<file path="src/rtl/encounter_director_pkg.sv">
// rtl/encounter_director_pkg.sv - shared state codes, LFSR constants and screen origin for encounter_director
package encounter_director_pkg;

  typedef enum logic [1:0] {
    ST_IDLE = 2'd0,
    ST_RUN  = 2'd1,
    ST_HIT  = 2'd2,
    ST_BAD  = 2'd3
  } state_e;

  // Seed doubles as the recovery value if the register is ever found at zero.
  localparam logic [15:0] LFSR_SEED = 16'hACE1;

  // Taps 16,14,13,11 expressed for a right-shifting register (bits 0,2,3,5).
  localparam logic [15:0] LFSR_TAPS = 16'h002D;

  // The frame tick fires when the raster reaches this pixel.
  localparam logic [11:0] ORIGIN_COL = 12'd0;
  localparam logic [10:0] ORIGIN_ROW = 11'd0;

  // One Fibonacci step: parity of the tapped bits shifts in at the top.
  function automatic logic [15:0] lfsr_step(input logic [15:0] cur);
    logic fb;
    fb = ^(cur & LFSR_TAPS);
    return {fb, cur[15:1]};
  endfunction

endpackage

</file>
<file path="src/rtl/encounter_director_if.sv">
// rtl/encounter_director_if.sv - raster, collision and encounter control signals shared with the sprite blocks
interface encounter_director_if #(
  parameter int N_ENC = 3
) ();

  logic [11:0]      display_col;
  logic [10:0]      display_row;
  logic             visible;
  logic             player_visible;
  logic [N_ENC-1:0] enc_visible;
  logic [N_ENC-1:0] spawn_key;
  logic             hit;

  // Video side: drives raster position and sprite coverage, receives control.
  modport master (
    output display_col, display_row, visible, player_visible, enc_visible,
    input  spawn_key, hit
  );

  // Director side.
  modport slave (
    input  display_col, display_row, visible, player_visible, enc_visible,
    output spawn_key, hit
  );

endinterface

</file>
<file path="src/rtl/key_conditioner.sv">
// rtl/key_conditioner.sv - button synchroniser with optional debounce (START_DEBOUNCE_EN) and rising-edge pulse
module key_conditioner #(
  parameter int DB_BITS = 18
) (
  input  logic clock,
  input  logic reset_n,
  input  logic key_raw,
  output logic key_rise
);

  logic [1:0] sync_q, sync_d;
  logic       prev_q, prev_d;
  logic       level;

`ifdef START_DEBOUNCE_EN
  logic               db_level_q, db_level_d;
  logic [DB_BITS-1:0] db_cnt_q, db_cnt_d;

  // Level flips only after the synchronised input has disagreed with it for 2^DB_BITS samples in a row.
  always_comb begin
    db_level_d = db_level_q;
    db_cnt_d   = '0;
    if (sync_q[1] != db_level_q) begin
      if (db_cnt_q == {DB_BITS{1'b1}}) begin
        db_level_d = sync_q[1];
      end else begin
        db_cnt_d = db_cnt_q + 1'b1;
      end
    end
  end

  // Debounce state registers.
  always_ff @(posedge clock or negedge reset_n) begin
    if (!reset_n) begin
      db_level_q <= 1'b0;
      db_cnt_q   <= '0;
    end else begin
      db_level_q <= db_level_d;
      db_cnt_q   <= db_cnt_d;
    end
  end

  assign level = db_level_q;
`else
  assign level = sync_q[1];
`endif

  // Shift the raw key through the synchroniser and remember the last conditioned level.
  always_comb begin
    sync_d = {sync_q[0], key_raw};
    prev_d = level;
  end

  // Synchroniser and edge-detect registers.
  always_ff @(posedge clock or negedge reset_n) begin
    if (!reset_n) begin
      sync_q <= 2'b00;
      prev_q <= 1'b0;
    end else begin
      sync_q <= sync_d;
      prev_q <= prev_d;
    end
  end

  assign key_rise = level & ~prev_q;

endmodule

</file>
<file path="src/rtl/encounter_director.sv">
// rtl/encounter_director.sv - run/hit FSM, LFSR spawn scheduler and survival score (START_DEBOUNCE_EN adds start debounce)
module encounter_director
  import encounter_director_pkg::*;
#(
  parameter int         N_ENC     = 3,
  parameter int         MIN_GAP   = 40,
  parameter logic [7:0] GAP_MASK  = 8'h3F,
  parameter int         SCORE_DIV = 6,
  parameter int         DB_BITS   = 18
) (
  input  logic                  clock,
  input  logic                  reset_n,
  encounter_director_if.slave   vid,
  input  logic                  start_key,
  output logic [15:0]           score,
  output logic [1:0]            state_o
);

  localparam logic [8:0] GAP_INIT = 9'(MIN_GAP);
  localparam logic [7:0] DIV_LAST = 8'(SCORE_DIV - 1);

  state_e           state_q, state_d;
  logic [N_ENC-1:0] spawn_q, spawn_d;
  logic             hit_q, hit_d;
  logic [15:0]      score_q, score_d;
  logic             coll_q, coll_d;
  logic [8:0]       gap_q, gap_d;
  logic [7:0]       div_q, div_d;
  logic [15:0]      lfsr_q, lfsr_d;
  logic             origin_q, origin_d;

  logic             at_origin;
  logic             frame_tick;
  logic             start_edge;
  logic             coll_now;
  logic             frame_collided;
  logic [8:0]       gap_reload;
  logic [N_ENC-1:0] spawn_vec;
  int               spawn_idx;

  key_conditioner #(
    .DB_BITS (DB_BITS)
  ) u_start_key (
    .clock    (clock),
    .reset_n  (reset_n),
    .key_raw  (start_key),
    .key_rise (start_edge)
  );

  // Frame tick, collision sampling and the candidate spawn for this frame.
  always_comb begin
    at_origin      = (vid.display_col == ORIGIN_COL) && (vid.display_row == ORIGIN_ROW);
    frame_tick     = at_origin & ~origin_q;
    coll_now       = vid.visible & vid.player_visible & (|vid.enc_visible);
    frame_collided = coll_q | coll_now;
    gap_reload     = GAP_INIT + {1'b0, lfsr_q[7:0] & GAP_MASK};
    spawn_idx      = int'(lfsr_q[1:0]) % N_ENC;
    spawn_vec      = '0;
    for (int i = 0; i < N_ENC; i++) begin
      spawn_vec[i] = (i == spawn_idx);
    end
  end

  // Next-state logic for the FSM, scheduler, score and LFSR.
  always_comb begin
    state_d  = state_q;
    spawn_d  = spawn_q;
    score_d  = score_q;
    coll_d   = coll_q;
    gap_d    = gap_q;
    div_d    = div_q;
    lfsr_d   = lfsr_q;
    origin_d = at_origin;

    if (lfsr_q == 16'h0000) begin
      lfsr_d = LFSR_SEED;
    end else if (frame_tick) begin
      lfsr_d = lfsr_step(lfsr_q);
    end

    case (state_q)
      ST_IDLE: begin
        spawn_d = '0;
        coll_d  = 1'b0;
        if (start_edge) begin
          state_d = ST_RUN;
          score_d = 16'd0;
          gap_d   = GAP_INIT;
          div_d   = 8'd0;
        end
      end
      ST_RUN: begin
        if (frame_tick) begin
          coll_d  = 1'b0;
          spawn_d = '0;
          if (frame_collided) begin
            // A collision wins over any spawn due on the same tick.
            state_d = ST_HIT;
          end else begin
            if (gap_q <= 9'd1) begin
              spawn_d = spawn_vec;
              gap_d   = gap_reload;
            end else begin
              gap_d = gap_q - 9'd1;
            end
            if (div_q >= DIV_LAST) begin
              div_d = 8'd0;
              if (score_q != 16'hFFFF) begin
                score_d = score_q + 16'd1;
              end
            end else begin
              div_d = div_q + 8'd1;
            end
          end
        end else begin
          coll_d = frame_collided;
        end
      end
      ST_HIT: begin
        spawn_d = '0;
        coll_d  = 1'b0;
        if (start_edge) begin
          state_d = ST_IDLE;
        end
      end
      default: begin
        state_d = ST_IDLE;
        spawn_d = '0;
        coll_d  = 1'b0;
      end
    endcase

    hit_d = (state_d == ST_HIT);
  end

  // All director state, reset asynchronously.
  always_ff @(posedge clock or negedge reset_n) begin
    if (!reset_n) begin
      state_q  <= ST_IDLE;
      spawn_q  <= '0;
      hit_q    <= 1'b0;
      score_q  <= 16'd0;
      coll_q   <= 1'b0;
      gap_q    <= GAP_INIT;
      div_q    <= 8'd0;
      lfsr_q   <= LFSR_SEED;
      origin_q <= 1'b0;
    end else begin
      state_q  <= state_d;
      spawn_q  <= spawn_d;
      hit_q    <= hit_d;
      score_q  <= score_d;
      coll_q   <= coll_d;
      gap_q    <= gap_d;
      div_q    <= div_d;
      lfsr_q   <= lfsr_d;
      origin_q <= origin_d;
    end
  end

  assign vid.spawn_key = spawn_q;
  assign vid.hit       = hit_q;
  assign score         = score_q;
  assign state_o       = state_q;

endmodule

</file>
<file path="src/flat_wrapper.sv">
// flat-port wrapper written by rule: the top's interface ports become plain ports
module encounter_director_flat import encounter_director_pkg::*;
#(
  parameter int         N_ENC     = 3,
  parameter int         MIN_GAP   = 40,
  parameter logic [7:0] GAP_MASK  = 8'h3F,
  parameter int         SCORE_DIV = 6,
  parameter int         DB_BITS   = 18
)
  (clock, reset_n, start_key, score, state_o, vid_display_col, vid_display_row, vid_visible, vid_player_visible, vid_enc_visible, vid_spawn_key, vid_hit);
  encounter_director_if #(.N_ENC(N_ENC)) vid_i ();
  input  logic clock;
  input  logic reset_n;
  input  logic start_key;
  output logic [15:0] score;
  output logic [1:0] state_o;
  input wire logic [$bits(vid_i.display_col)-1:0] vid_display_col;
  input wire logic [$bits(vid_i.display_row)-1:0] vid_display_row;
  input wire logic [$bits(vid_i.visible)-1:0] vid_visible;
  input wire logic [$bits(vid_i.player_visible)-1:0] vid_player_visible;
  input wire logic [$bits(vid_i.enc_visible)-1:0] vid_enc_visible;
  output wire logic [$bits(vid_i.spawn_key)-1:0] vid_spawn_key;
  output wire logic [$bits(vid_i.hit)-1:0] vid_hit;
  assign vid_i.display_col = vid_display_col;
  assign vid_i.display_row = vid_display_row;
  assign vid_i.visible = vid_visible;
  assign vid_i.player_visible = vid_player_visible;
  assign vid_i.enc_visible = vid_enc_visible;
  assign vid_spawn_key = vid_i.spawn_key;
  assign vid_hit = vid_i.hit;
  encounter_director #(.N_ENC(N_ENC), .MIN_GAP(MIN_GAP), .GAP_MASK(GAP_MASK), .SCORE_DIV(SCORE_DIV), .DB_BITS(DB_BITS)) u_core (.clock(clock), .reset_n(reset_n), .vid(vid_i), .start_key(start_key), .score(score), .state_o(state_o));
endmodule
</file>
<file path="config.mk">
export PLATFORM = sky130hd
export DESIGN_NAME = encounter_director_flat
export DESIGN_NICKNAME = d
export VERILOG_FILES = /design/src/rtl/encounter_director_pkg.sv /design/src/rtl/encounter_director_if.sv /design/src/rtl/key_conditioner.sv /design/src/rtl/encounter_director.sv /design/src/flat_wrapper.sv
export SDC_FILE = /design/constraint.sdc
export NUM_CORES = 1
export LEC_CHECK = 0
export ABC_AREA = 1
export CORE_ASPECT_RATIO = 2
export CORE_MARGIN = 1.5
export CORE_UTILIZATION = 50
export CTS_BUF_LIST = sky130_fd_sc_hd__clkbuf_4 sky130_fd_sc_hd__clkbuf_8
export DETAILED_ROUTE_END_ITERATION = 8
export GPL_TIMING_DRIVEN = 0
export PLACE_DENSITY = 0.74
export SYNTH_ARGS = -nofsm -noshare
export SYNTH_HDL_FRONTEND = slang
export SYNTH_SLANG_ARGS = --single-unit
</file>
<file path="constraint.sdc">
create_clock -name clock -period 1.9 [get_ports clock]
set_input_delay 0.19 -clock clock [delete_from_list [all_inputs] [get_ports clock]]
set_output_delay 0.19 -clock clock [all_outputs]
set_load 0.02 [all_outputs]
</file>
; ---- Word-level counts from Yosys, hierarchy flattened
; Index checks and enable logic that the tools add are counted.
[op_classes]
addsub = 4
div = 1
order_cmp = 2
n_eq_ne = 11
n_mux = 29
n_bitwise = 7
n_reduce_logical = 12
[ops]
columns = cell, n
row1 = $mux W16, 7
row2 = $mux W9, 4
row3 = $eq A2 B32 Y1 const A, 1
row4 = $eq A3 B32 Y1 const A, 1
row5 = $logic_not A32 Y1, 1
row6 = $mod A3 B3 Y32 const B, 1
row7 = $mux W8, 4
row8 = $pmux W16 S2, 1
row9 = $pmux W9 S2, 1
row10 = $add A16 B1 Y16 const B, 1
row11 = $logic_not A16 Y1, 1
row12 = $ne A16 B16 Y1 const B, 1
row13 = $pmux W8 S2, 1
row14 = $reduce_xor A16 Y1, 1
row15 = $logic_not A12 Y1, 1
row16 = $mux W3, 4
row17 = $logic_not A11 Y1, 1
row18 = $le A9 B1 Y1 const B, 1
row19 = $sub A9 B1 Y9 const B, 1
row20 = $add A8 B1 Y8 const B, 1
row21 = $ge A8 B3 Y1 const B, 1
row22 = $mux W2, 4
row23 = $ne A2 B1 Y1 const B, 4
row24 = $add A6 B6 Y7 const A, 1
row25 = 14 further kinds, 21
[totals]
register_bits = 60
output_inout_bits = 22
wordCells = 77

; ---- Logic depth before layout (Yosys ltp)
; Gate-level depths: netlist (run 1).
[logic_depth]
depth_word = 7
ltp_mapped = 11

; ---- Cells and area by module
; Synthesis (run 1) repeated with hierarchy kept, for this count alone.
[hier_totals]
hier_cells = 499
area_unflattened_um2 = 3644.7
[by_module_without_submodules]
columns = module, instances, cells_per_inst, area_per_inst_um2
row1 = encounter_director, 1, 494, 3559.7
row2 = key_conditioner, 1, 5, 85.1

; ---- Worst setup path after synthesis (run 1)
; Ideal clock, no wire load.
[synth_path]
path_kind = reg-to-reg
start = reg u_core.score_q[0], in the netlist u_core.score[0]
end = reg u_core.score_q[2], in the netlist u_core.score[2]
setup_ps = 117
arrival_time_ps = 1604
t_required_ps = 1783
path_slack_ps = 178
stages_incl_launch_ff = 10
path_buffers = 1
period_less_slack_ps = 1722
path_cell_list = dfrtp_1 ha_1 nand2_1 nor2_4 nand4_2 nor2_4 nor2_4 buf_2 nand4_1 nand2_1
[synth_between]
elab_chain_cells = 6
[synth_lines]
columns = item, line_no
row1 = from (decl), encounter_director.sv:25  ; logic [15:0] score_q, score_d;
row2 = from (signal assigned), encounter_director.sv:152  ; score_q <= score_d;
row3 = $add A16 B1 Y16, encounter_director.sv:109  ; score_d = score_q + 16'd1;
row4 = $mux W16, encounter_director.sv:108  ; if (score_q != 16'hFFFF) begin
row5 = $mux W16, encounter_director.sv:106  ; if (div_q >= DIV_LAST) begin
row6 = $mux W16, encounter_director.sv:96  ; if (frame_collided) begin
row7 = $mux W16, encounter_director.sv:93  ; if (frame_tick) begin
row8 = $pmux W16 S2, encounter_director.sv:81  ; case (state_q)
; Several ways; a longest one is shown, not always the timed one. The select of a mux whose other input is x is not followed.
; A chain may end at the register's enable or synchronous reset.

; ---- Final worst setup path (run 1)
[layout_path]
start = reg u_core.score_q[0], in the netlist u_core.score[0]
end = reg u_core.score_q[3], in the netlist u_core.score[3]
; Same word-level chain as after synthesis.

==> flow_summary.ini, run 1 <==
[placed_design]
numPlacedInstances = 618
placement.cell_area_sq_um = 4250
gp_routability_congestion = 0.864
place_hpwl_mm = 6.55
numPortBuffers = 52

[final_layout]
layout.core_utilization_pct = 65.6
n_antenna_cell = 0
most-common-layout-cells = sky130_fd_sc_hd__nand2_1 (129), sky130_fd_sc_hd__nor2_1 (62), sky130_fd_sc_hd__inv_1 (53)
postLayoutCellArea_sq_um = 4550
most_common_cell_after_layout_fill_and_taps_aside = sky130_fd_sc_hd__nand2_1
final_net_count = 590
fill_cells = 599
final_layout_size_suffix_gt1_share_pct = 15.6
flow.area_growth_from_synthesis_pct = 26.4
finalNonFillerCells = 643

[logic_synthesis]
synthCells = 475
synth.top_cells.by_area = sky130_fd_sc_hd__dfrtp_1 (35%), sky130_fd_sc_hd__nand2_1 (14%), sky130_fd_sc_hd__dfstp_2 (7.3%), sky130_fd_sc_hd__nor2_1 (6.5%), sky130_fd_sc_hd__inv_1 (5.5%)
postSynthAreaPerCell_sq_um = 7.58
postSynth.asyncResetShare_pct = 100
netlist.top_cell.by_area = sky130_fd_sc_hd__dfrtp_1
mappedNetlistNets = 517
ys_warn_count = 0
ys.flop_type = sky130_fd_sc_hd__dfrtp_1
synth.top_cell.area_share_pct = 34.8
ys_ff_latch = 60
synth.cell_area_sq_um = 3600
yosysUniqueCellTypes = 36
synth_sequential_area_ratio_pct = 42.1
count_of_flip_flops_with_a_built_in_enable_after_synthesis = 0

[global_routing]
globalRouteOverflowTotal = 0
grt_max_degree = 35
via_count_of_the_first_global_routing_pass = 3383
initial_antenna_violation_count = 0
grt_pass1_wl_mm = 14.8
grt_usage_pct = 24.4

[clocking]
tritoncts_num_sinks = 60
clk_transition_reported_paths_ns = 0.07
worstSkewPairLatency_ns = 0.34
htree_num_levels = 3
cts_max_path_buffers = 2
cts_root_buf = sky130_fd_sc_hd__clkbuf_8
cts-buffers-inserted = 9
cts_tree = built

[critical_path]
r2r_end = u_core.score[3]
regToRegStartpoint = u_core.score[0]
worst-r2r-cell-count = 10
setup.worst_path.end_class = flop
path_max_fanout = 10
internal_reg_to_reg_setup_slack_ns = 0.1
required_ns = 2.14
arrival_ns = 2.04
worstSetupStartpointType = flop
critPathKind = flop to flop

[floorplan]
placement_rows = 43
die_area_sq_um = 7750
floorplan.die.width_microns = 63.0
die_height_microns = 123
core_sq_um = 6940
ios = 53
initial_utilization_pct = 51.9

[min_path]
timing.hold.worst.class = input pin to flop
holdPathEnd = u_core.u_start_key.sync_q[0]
worst_min_delay_path_startpoint = start_key
holdPathStages = 1

[sta]
final_period_minus_worst_setup_slack_ns = 1.80
unrepaired_setup_endpoints_after_global_routing = no
final.period_utilization_pct = 94.8
report.final.setup_viol = 0
final.setup_skew_ns = 0.00538
max_slew_margin_pct = 59.0
fin_tns_setup_ns = 0
fmax_mhz = 555
number_of_endpoints_with_negative_hold_slack_in_the_final_report = 0
worst_slew_pin_slew_ns = 0.615
timing_max_transition_violations_final = 0

[drt]
post-route-drc-count = 0
drt-wirelength-per-cell_microns = 13.6
drt_iter0_markers = 187
drt-pass1-iter-count = 4
vias = 3395
postRouteWirelength_mm = 8.73
vias_per_instance = 5.28
ant_nets = 0

[power]
power.density_cell_area_nw_per_um2 = 690
netSwitchingPower_mw = 0.854
share_comb_of_total_power_pct = 16.7
p_leak_nw = 2.25
net_sw_share_pct = 27.2
power_report.internal_total_mw = 2.28
power.ir.vdd_worst_mv = 0.416
clockPowerShare_pct = 38.5
power_frac_seq_pct = 44.9

[outcome]
status = finished, final reports clean

[run]
max_cap_viol_count = 0
## cells by family (layout without fill, tap and decap cells)
| group | Yosys count | after routing | share of synthesized area [%] |
|---|---|---|---|
| simple gates | 274 | 274 | 35.1 |
| flops | 60 | 60 | 42.1 |
| buf+inv | 70 | 148 | 8.48 |
| fa+ha+maj | 11 | 11 | 3.82 |
| xor+xnor | 5 | 5 | 1.22 |
| compound gates | 55 | 55 | 9.32 |
## cell usage after synthesis (2+ instances only)
cell / count
sky130_fd_sc_hd__or2_2: 2
sky130_fd_sc_hd__buf_6: 3
sky130_fd_sc_hd__buf_2: 4
sky130_fd_sc_hd__a21oi_1: 10
sky130_fd_sc_hd__nor3_1: 3
sky130_fd_sc_hd__xnor2_1: 2
sky130_fd_sc_hd__nor2_2: 3
sky130_fd_sc_hd__nand2_1: 130
sky130_fd_sc_hd__nand4_1: 21
sky130_fd_sc_hd__inv_2: 3
sky130_fd_sc_hd__dfrtp_1: 50
sky130_fd_sc_hd__nor4_1: 2
sky130_fd_sc_hd__o211ai_1: 6
sky130_fd_sc_hd__o31ai_1: 2
sky130_fd_sc_hd__nand2_2: 11
sky130_fd_sc_hd__o21ai_0: 23
sky130_fd_sc_hd__o21ai_1: 5
sky130_fd_sc_hd__ha_1: 11
sky130_fd_sc_hd__xor2_1: 3
sky130_fd_sc_hd__inv_1: 53
sky130_fd_sc_hd__o21ai_2: 7
sky130_fd_sc_hd__nor2_1: 62
sky130_fd_sc_hd__clkbuf_1: 5
sky130_fd_sc_hd__nor2_4: 6
sky130_fd_sc_hd__nand3_1: 28
sky130_fd_sc_hd__dfstp_2: 10
## worst max-delay path, stage by stage, from the launching register on
cell and delay, ns:
sky130_fd_sc_hd__dfrtp_2 0.45, sky130_fd_sc_hd__ha_1 0.24, sky130_fd_sc_hd__nand2_2 0.12, sky130_fd_sc_hd__nor2_4 0.06, sky130_fd_sc_hd__nand4_2 0.11, sky130_fd_sc_hd__nor2_4 0.05
sky130_fd_sc_hd__nor2_4 0.22, sky130_fd_sc_hd__nand3_4 0.16, sky130_fd_sc_hd__buf_8 0.18, sky130_fd_sc_hd__nand2_2 0.05, sky130_fd_sc_hd__nand2_1 0.05
## how the worst max path moves through the flow
stage,start,slack (ns),to,cells after the start
after CTS,u_core.score[1],0.01,u_core.score[3],9
after global routing,u_core.score[7],0.01,u_core.score[15],8
after floorplan,u_core.score[0],0.18,u_core.score[2],9
final,u_core.score[0],0.1,u_core.score[3],10
after detailed placement,vid_display_row[9],-0.10,u_core.score[3],11
after global placement,reset_n,-1.29,u_core.div_q[3],1
## power groups by stage
| stage | Combinational (mW) | Clock (mW) | Sequential (mW) |
|---|---|---|---|
| 3_5_place_dp | 0.485 | 0 | 1.43 |
| 2_1_floorplan | 0.318 | 0 | 1.42 |
| 6_report | 0.523 | 1.21 | 1.41 |
| 4_1_cts | 0.490 | 1.23 | 1.41 |
| 3_3_place_gp | 0.461 | 0 | 1.43 |
| 5_1_grt | 0.599 | 1.28 | 1.42 |
## final cells by class
type | count | area (sq um) | area share (%)
Inverter | 56 | 210 | 4.62
Buffer | 14 | 98.8 | 2.17
Timing Repair Buffer | 62 | 618 | 13.6
Multi-Input combinational cell | 345 | 1780 | 39.2
Sequential cell | 60 | 1520 | 33.3
Clock inverter | 3 | 45.0 | 0.990
Tap cell | 90 | 113 | 2.47
Clock buffer | 13 | 166 | 3.66
## flip-flops by register name (all words and copies together) (netlist names)
signal                     count
u_core.u_start_key.prev_q      1
u_core.vid.hit                 1
u_core.score                  16
u_core.u_start_key.sync_q      2
u_core.state_o                 2
u_core.origin_q                1
u_core.div_q                   8
u_core.coll_q                  1
u_core.vid.spawn_key           3
u_core.lfsr_q                 16
u_core.gap_q                   9
## through the flow
stage	total power, mW	hold slack [ns]	setup slack [ns]
global route	3.30	0.279	0.0118
global placement	1.89	0.338	-1.29
CTS	3.13	0.269	0.0101
detailed placement	1.92	0.234	-0.101
finish	3.14	0.286	0.0988
floorplan	1.74	-0.106	0.178
## routing by layer
metal  vias up  GRT usage, %  part of all wire, %
li1       1670             -                    -
met1      1603          24.1                   35
met2        94          47.8                   57
met3        28          3.46                  3.6
met4         0          13.2                  3.7
met5         -             0                    0
## repair_timing
action                                  4_1_cts  5_1_grt
buffers inserted                              0        8
resized for setup                             1        5
pin swaps                                     0        3
endpoints found under the setup margin       11       26
cloned                                        0        0
hold endpoints to repair                     19        0
hold buffers                                  1        0
Note: power is estimated with default switching activity, not from simulation.
==> run 2: changes to the inputs <==
- PLACE_DENSITY: 0.74 -> 0.75
- clock period: 1.9 -> 2 ns (I/O delays scaled with it)
==> run 2 against run 1 <==
Sequential share of layout area increased by 0.35 points. Count of clock-buffer cells in the layout decreased by 1. Non-clock buffer count decreased by 6. Register-to-register slack improved by 0.07 ns. Hold slack improved by 0.0043 ns. Worst setup slack improved by 0.070 ns. Global-route usage increased by 0.29 points. Fmax decreased by 1.6%. Clock skew about the same. Utilization decreased by 0.69 points. First-iteration DRC count increased by 29%. Critical endpoint unchanged.
==> flow_summary.ini, run 2 (same netlist as run 1, synthesis figures left out) <==
[floorplan]
core_sq_um = 6940
die_area_sq_um = 7750
floorplan.die.width_microns = 63.0
placement_rows = 43
ios = 53
die_height_microns = 123
initial_utilization_pct = 51.9

[sta]
max_slew_margin_pct = 61.9
final.setup_skew_ns = 0.00567
timing_max_transition_violations_final = 0
final.period_utilization_pct = 91.5
worst_slew_pin_slew_ns = 0.572
fin_tns_setup_ns = 0
fmax_mhz = 546
number_of_endpoints_with_negative_hold_slack_in_the_final_report = 0
fin_ws_ns = 0.169
report.final.setup_viol = 0
unrepaired_setup_endpoints_after_global_routing = no
final_period_minus_worst_setup_slack_ns = 1.83

[final_layout]
n_antenna_cell = 0
final_layout_size_suffix_gt1_share_pct = 14.3
final_net_count = 584
postLayoutCellArea_sq_um = 4500
flow.area_growth_from_synthesis_pct = 25.1
most-common-layout-cells = sky130_fd_sc_hd__nand2_1 (130), sky130_fd_sc_hd__nor2_1 (62), sky130_fd_sc_hd__inv_1 (53)
layout.core_utilization_pct = 64.9
most_common_cell_after_layout_fill_and_taps_aside = sky130_fd_sc_hd__nand2_1
fill_cells = 606

[clocking]
worstSkewPairLatency_ns = 0.35
htree_num_levels = 3
tritoncts_num_sinks = 60
cts_root_buf = sky130_fd_sc_hd__clkbuf_8
cts_tree = built
cts-buffers-inserted = 9
clk_transition_reported_paths_ns = 0.07
cts_max_path_buffers = 2

[run]
max_cap_viol_count = 0

[drt]
post-route-drc-count = 0
vias = 3386
postRouteWirelength_mm = 8.56
vias_per_instance = 5.32
drt-pass1-iter-count = 4
ant_nets = 0
drt_iter0_markers = 241
drt-wirelength-per-cell_microns = 13.4

[critical_path]
critPathSlowestCell = sky130_fd_sc_hd__dfrtp_2
regToRegStartpoint = u_core.score[0]
r2r_end = u_core.score[3]
required_ns = 2.24
internal_reg_to_reg_setup_slack_ns = 0.17
cp_slowest_stage_delay_ns = 0.46
crit_path_cell_trace = ha_1 -> nand2_1 -> nor2_4 -> nand4_2 -> nor2_4 -> nor2_4 -> nand3_4 -> buf_8 -> nand2_2 -> nand2_1
setup.worst_path.end_class = flop
timing.critical_path.mode_cell = sky130_fd_sc_hd__nor2_4
critPathKind = flop to flop
worst-r2r-cell-count = 10
path_buf_inv = 1
arrival_ns = 2.07
worstSetupStartpointType = flop
worst_setup_path_startpoint = u_core.score[0]
path_max_fanout = 10
cp_top_family = simple AND/OR/NAND/NOR gates

[power]
net_sw_share_pct = 26.5
post_layout_power_mw = 3.05
p_leak_nw = 2.23
share_comb_of_total_power_pct = 15.3
power_report.internal_total_mw = 2.24
power.density_cell_area_nw_per_um2 = 677
power.ir.vdd_worst_mv = 0.469
netSwitchingPower_mw = 0.808
clockPowerShare_pct = 40.7
power_frac_seq_pct = 44.0

[placed_design]
numPortBuffers = 52
placement.cell_area_sq_um = 4250
place_hpwl_mm = 6.48
gp_routability_congestion = 0.899
post-place-ws_ns = -0.00818

[min_path]
holdPathStages = 1
timing.hold.worst.class = input pin to flop
holdPathEnd = u_core.u_start_key.sync_q[0]
worst_min_delay_path_startpoint = start_key

[global_routing]
globalRouteOverflowTotal = 0
grt_usage_pct = 24.7
via_count_of_the_first_global_routing_pass = 3391
initial_antenna_violation_count = 0
grt_max_degree = 39
grt_pass1_wl_mm = 15.0

[outcome]
status = finished, final reports clean
## run 2: worst max-delay path by stage
stage,depth (start not counted),slack (ns),end
after global routing,7,0.01,u_core.gap_q[6]
after global placement,1,-1.16,u_core.div_q[7]
final,10,0.17,u_core.score[3]
after detailed placement,11,-0.008,u_core.score[9]
after CTS,9,0.07,u_core.score[5]
after floorplan,9,0.28,u_core.score[2]
## run 2: cell type report
cell class,instances,area [sq um],share of cell area (%)
clock buffer,12,153,3.39
clock inverter,4,72.6,1.61
buffer,14,97.6,2.17
tap,90,113,2.50
multi-input combinational,345,1780,39.5
inverter,56,210,4.67
timing repair buffer,56,561,12.4
sequential,60,1520,33.7
## run 2: layer usage
| layer | vias to the layer above | GRT usage (%) | share of wire, % |
|---|---|---|---|
| met5 | - | 0 | 0 |
| met4 | 0 | 16.0 | 4.3 |
| met3 | 29 | 4.55 | 3.3 |
| met2 | 100 | 44.9 | 57 |
| met1 | 1600 | 25.7 | 36 |
| li1 | 1657 | - | - |
## run 2: power groups by stage
stage	combinational [mW]	sequential (mW)	clock, mW
final	0.467	1.34	1.24
after global routing	0.536	1.35	1.32
after CTS	0.468	1.34	1.27
after detailed placement	0.464	1.36	0
after global placement	0.439	1.36	0
after floorplan	0.302	1.35	0
## run 2: repair_timing
action / in CTS / in global routing
gates resized for setup: 0 / 3
buffers inserted: 0 / 2
endpoints found under the hold margin: 15 / 0
endpoints found under the setup margin: 0 / 11
hold buffers: 1 / 0
## run 2: through the flow
step,hold slack (ns),instances
2_1_floorplan,-0.0956,475
3_3_place_gp,0.339,617
3_5_place_dp,0.199,618
4_1_cts,0.274,635
5_1_grt,0.286,637
6_report,0.290,637
==> run 3: changes to the inputs <==
- HOLD_SLACK_MARGIN: unset -> 0.15
==> results of run 3 <==
No change in the layout: final DEF, timing and power equal those of run 2.
